## src/rtl/mux4_rr_sched.sv

```systemverilog
// mux4_rr_sched: round-robin owner of a shared 4:1 datapath mux.
//
// Four requesters post requests and present data on their mux inputs. One
// requester at a time is granted for a burst of up to MAX_BEATS beats. The
// block drives the registered select pair {s1,s0} and forwards the selected
// data downstream on a valid/ready port.
//
// Parameters
//   DW         data width of each mux input and of y
//   MAX_BEATS  beats per grant before forced release (1..255)
//
// Ports
//   clk      clock, rising edge
//   rst      synchronous active-high reset
//   req      per-requester request, req[k] belongs to ik
//   last     per-requester last-beat flag, only looked at while granted
//   i0..i3   requester data
//   s0, s1   registered mux select, granted index = {s1,s0}
//   gnt      registered one-hot grant, zero when idle
//   y        selected data, combinational mux of i0..i3 by {s1,s0}
//   y_valid  beat valid
//   y_ready  downstream accept
//   y_last   final beat of the current grant
module mux4_rr_sched #(
    parameter int unsigned DW        = 8,
    parameter int unsigned MAX_BEATS = 4
) (
    input  logic          clk,
    input  logic          rst,
    input  logic [3:0]    req,
    input  logic [3:0]    last,
    input  logic [DW-1:0] i0,
    input  logic [DW-1:0] i1,
    input  logic [DW-1:0] i2,
    input  logic [DW-1:0] i3,
    output logic          s0,
    output logic          s1,
    output logic [3:0]    gnt,
    output logic [DW-1:0] y,
    output logic          y_valid,
    input  logic          y_ready,
    output logic          y_last
);

    // beat_cnt is 8 bits, so the cap must fit below 256.
    if (MAX_BEATS < 1 || MAX_BEATS > 255) begin : gen_bad_max_beats
        $error("mux4_rr_sched: MAX_BEATS must be in 1..255");
    end

    localparam logic [7:0] LastBeat = 8'(MAX_BEATS - 1);

    typedef enum logic [0:0] {
        StIdle,
        StGrant
    } state_e;

    state_e     state_q, state_d;
    logic [3:0] gnt_q, gnt_d;
    logic [1:0] sel_q, sel_d;
    logic [1:0] ptr_q, ptr_d;
    logic [7:0] beat_cnt_q, beat_cnt_d;

    // ------------------------------------------------------------------
    // Round-robin pick: search ptr+1, ptr+2, ptr+3, ptr (mod 4). The last
    // granted requester is searched last, which gives it lowest priority.
    // ------------------------------------------------------------------
    logic       arb_found;
    logic [1:0] arb_idx;
    logic [1:0] arb_cand;

    always_comb begin
        arb_found = 1'b0;
        arb_idx   = 2'd0;
        arb_cand  = 2'd0;
        for (int unsigned i = 1; i <= 4; i++) begin
            arb_cand = ptr_q + 2'(i);
            if (!arb_found && req[arb_cand]) begin
                arb_found = 1'b1;
                arb_idx   = arb_cand;
            end
        end
    end

    // ------------------------------------------------------------------
    // Beat qualification for the granted requester.
    // ------------------------------------------------------------------
    logic sel_req;
    logic cap_hit;
    logic beat_valid;
    logic beat_last;
    logic beat_xfer;

    always_comb begin
        sel_req    = req[sel_q];
        cap_hit    = (beat_cnt_q == LastBeat);
        beat_valid = (state_q == StGrant) && sel_req;
        beat_last  = beat_valid && (last[sel_q] || cap_hit);
        beat_xfer  = beat_valid && y_ready;
    end

    // ------------------------------------------------------------------
    // State register.
    // ------------------------------------------------------------------
    always_ff @(posedge clk) begin
        if (rst) begin
            state_q    <= StIdle;
            gnt_q      <= 4'b0000;
            sel_q      <= 2'd0;
            ptr_q      <= 2'd3;
            beat_cnt_q <= 8'd0;
        end else begin
            state_q    <= state_d;
            gnt_q      <= gnt_d;
            sel_q      <= sel_d;
            ptr_q      <= ptr_d;
            beat_cnt_q <= beat_cnt_d;
        end
    end

    // ------------------------------------------------------------------
    // Next-state logic.
    // ------------------------------------------------------------------
    always_comb begin
        state_d    = state_q;
        gnt_d      = gnt_q;
        sel_d      = sel_q;
        ptr_d      = ptr_q;
        beat_cnt_d = beat_cnt_q;

        unique case (state_q)
            StIdle: begin
                if (arb_found) begin
                    gnt_d      = 4'b0001 << arb_idx;
                    sel_d      = arb_idx;
                    beat_cnt_d = 8'd0;
                    state_d    = StGrant;
                end
            end

            StGrant: begin
                if (!sel_req) begin
                    // Requester withdrew: release without counting a beat.
                    gnt_d   = 4'b0000;
                    ptr_d   = sel_q;
                    state_d = StIdle;
                end else if (beat_xfer) begin
                    beat_cnt_d = beat_cnt_q + 8'd1;
                    if (beat_last) begin
                        // Select is left as-is so the mux output stays quiet.
                        gnt_d   = 4'b0000;
                        ptr_d   = sel_q;
                        state_d = StIdle;
                    end
                end
            end

            default: begin
                state_d = StIdle;
            end
        endcase
    end

    // ------------------------------------------------------------------
    // Outputs.
    // ------------------------------------------------------------------
    always_comb begin
        s0      = sel_q[0];
        s1      = sel_q[1];
        gnt     = gnt_q;
        y_valid = beat_valid;
        y_last  = beat_last;

        unique case (sel_q)
            2'd0:    y = i0;
            2'd1:    y = i1;
            2'd2:    y = i2;
            2'd3:    y = i3;
            default: y = i0;
        endcase
    end

    // ------------------------------------------------------------------
    // Structural invariants.
    // ------------------------------------------------------------------
    gnt_onehot0_a : assert property (@(posedge clk) disable iff (rst) $onehot0(gnt_q));

    gnt_sel_match_a : assert property (@(posedge clk) disable iff (rst)
        (gnt_q != 4'b0000) |-> gnt_q[sel_q]);

    gnt_state_match_a : assert property (@(posedge clk) disable iff (rst)
        (state_q == StGrant) == (gnt_q != 4'b0000));

    beat_cap_a : assert property (@(posedge clk) disable iff (rst)
        (state_q == StGrant) |-> (beat_cnt_q < 8'(MAX_BEATS)));

    idle_no_valid_a : assert property (@(posedge clk) disable iff (rst)
        (state_q == StIdle) |-> !y_valid);

endmodule

```

## config.mk

```make
export PLATFORM = sky130hd
export DESIGN_NAME = mux4_rr_sched
export DESIGN_NICKNAME = d
export VERILOG_FILES = /design/src/rtl/mux4_rr_sched.sv
export SDC_FILE = /design/constraint.sdc
export NUM_CORES = 1
export LEC_CHECK = 0
export ABC_AREA = 1
export ABC_CLOCK_PERIOD_IN_PS = 3700
export CAP_MARGIN = 10
export CORE_ASPECT_RATIO = 2
export CORE_UTILIZATION = 30
export CTS_CLUSTER_SIZE = 25
export DETAILED_ROUTE_END_ITERATION = 8
export PLACE_DENSITY = 0.6
export SLEW_MARGIN = 30
export SYNTH_ARGS = -nofsm -noshare
export SYNTH_HDL_FRONTEND = slang
export SYNTH_SLANG_ARGS = --single-unit
export TNS_END_PERCENT = 100
```

## constraint.sdc

```tcl
create_clock -name clk -period 3.7 [get_ports clk]
set_input_delay 0.555 -clock clk [delete_from_list [all_inputs] [get_ports clk]]
set_output_delay 0.555 -clock clk [all_outputs]
set_load 0.05 [all_outputs]
```

==> flow_summary.toml <==
[global_route]
grt_usage_pct = 18.6
grt_pass1_vias = 1617
gr-total-overflow = 0
antenna_found_initial = 0
grt_pass1_wl_um = 7270
grt_max_degree = 15

[yosys]
ys_ff_latch = 17
synthTopCellsByCount = "nand2_1 (93), dfxtp_1 (17), nand3_1 (16), inv_1 (15), nand4_1 (15)"
yosysUniqueCellTypes = 31
synth_edf_count = 0
yosys_most_used_dff = "dfxtp_1"
synthCells = 237
yosysTopAreaCell = "nand2_1"
syn-cell-area_sq_mm = 0.00146
syn_avg_cell_area_sq_um = 6.18
ys_top_cells_by_area = "nand2_1 (24%), dfxtp_1 (23%), nand4_1 (6.4%)"
seq_area_frac_synth_pct = 23.2
yosysWarnings = 0
synthesis.nets = 281
async_flop_share_pct = 0
synth_most_common_cell = "nand2_1"
synth_top_area_share_pct = 23.8

[critical_path]
path_max_fanout = 3
crit_path_start_kind = "input port"
endpoint_kind = "output pin"
crit_arrival_ns = 2.53
critPathKind = "in2out"
worstPathRequired_ns = 3.14

[cells_and_area]
stdcell_count = 350
fill_cells = 524
synthToLayoutAreaGrowth_pct = 45.6
drive_gt1_share_pct = 13.9
n_antenna_cell = 0
finish.utilization_pct = 45.9
fin_nets = 340

[clock_tree]
root_buffer = "clkbuf_8"
cts.sinks = 17
cts_setup_buffers = 0
cts_buffer_depth = 2
cts_max_level = 1
path_clk_slew_ns = 0.07
clock_latency_ns = 0.26
cts_tree = "yes"
cts_hold_buf = 0
cts_resized = 0
cts_buffers = 3

[floorplan]
pin_count = 59
die_w_um = 51.4
die-height_um = 101
rows = 35
core_sq_mm = 0.00464
design.die.area_sq_mm = 0.00518
start_util_pct = 31.5

[placement]
post-place-ws_ns = 0.635
io_buffers = 58
dpl.hpwl_um = 3570
dpl.cell_count = 346
gp_congestion = 0.825

[hold_path]
min_path_type = "reg2reg"

[timing]
clock_skew_ns = 0.000909
setup_tns_ns = 0
worst_slack_ns = 0.612
relSlewSlack_pct = 62.7
period_share_pct = 83.4
fin_crit_ns = 3.09
setup_viol_count_final = 0
grt_setup_unrepaired = "no"
finalHoldViolations = 0
drv_slew = 0
max_freq_mhz = 324
worstMarginPinSlew_ns = 0.557

[route]
avgRoutedWirePerCell_um = 12.5
drtPass1Iterations = 4
vias = 1649
via_per_inst = 4.71
dr.first_iter.drc_count = 27
drc = 0
antenna_left = 0
routed_wl_um = 4380

[pwr]
p_leak_nw = 0.915
powerDensity_mw_per_mm2 = 738
total_power_mw = 1.57
vdd_drop_max_v = 0.000382

[run_status]
status = "finished clean"

[flow_run]
cap_viol_max_count = 0
[layout make-up]
cell class | instances | area, sq um | share of cell area [%]
multi-input combinational | 193 | 1010 | 47.3
timing repair buffer | 58 | 581 | 27.2
sequential | 17 | 340 | 16.0
inverter | 23 | 88.8 | 4.17
tap | 55 | 68.8 | 3.23
clock buffer | 4 | 45.0 | 2.11
[cells by family (layout without fill, tap and decap cells)]
logic type,after synthesis,after routing,share of synthesized area [%]
AOI/OAI and AO/OA,25,25,10.8
xor gates and xnor gates,4,4,2.39
adders and majority gates,1,1,0.855
buffers and inverters,27,85,7.95
DFF,17,17,23.2
and+or+nand+nor,163,163,54.8
[power breakdown]
| part | leakage [nW] | total [mW] | internal [mW] | switching (mW) |
|---|---|---|---|---|
| clock | 0.0228 | 0.143 | 0.0766 | 0.0660 |
| combinational | 0.754 | 1.14 | 0.376 | 0.764 |
| sequential | 0.139 | 0.290 | 0.222 | 0.0681 |
[cell usage in the layout, fill, tap and decap left out, drive strengths merged, types with 3 or more instances in the layout]
cell type        n
nand2          109
dfxtp           17
nor2            17
a21oi           14
nand4           15
nand3           19
clkdlybuf4s50   58
xor2             4
o211ai           3
inv             22
o21ai            7
clkbuf           4
[metal layers]
metal / wire, um / GRT usage (%)
met3: 53 / 0.905
met2: 2540 / 37.4
met4: 69 / 6.86
met1: 1710 / 18.8
met5: 0 / 0
[flip-flops by register name, summed over array words and instances, names as in the netlist]
register and flops:
beat_cnt_q 8, gnt 4, ptr_q 2, sel_q 2, state_q 1
[worst paths after layout]
check | depth (start not counted) | start | to | slack (ns)
worst max-delay path | 8 | req[0] | y_last | 0.61
worst min-delay path | 2 | gnt[1] | gnt[1] | 0.47
worst max register to register | 10 | ptr_q[0] | beat_cnt_q[2] | 1.88
worst min register to register | 2 | gnt[1] | gnt[1] | 0.47
[metrics by stage]
| stage | hold slack [ns] | cell area [sq um] |
|---|---|---|
| final | 0.472 | 2130 |
| after global routing | 0.491 | 2130 |
| after CTS | 0.476 | 2130 |
| after detailed placement | 0.466 | 2090 |
| after global placement | 0.454 | 2090 |
| after floorplan | 0.453 | 1460 |
[worst max-delay path: stages]
cell and delay (ns):
clkdlybuf4s50_1 0.51, inv_1 0.07, o21ai_0 0.14, nand2_1 0.07, nand2_1 0.12, nand2_1 0.11, a21oi_1 0.14, clkdlybuf4s50_1 0.82
No activity file was read; power rests on OpenSTA's default activity.
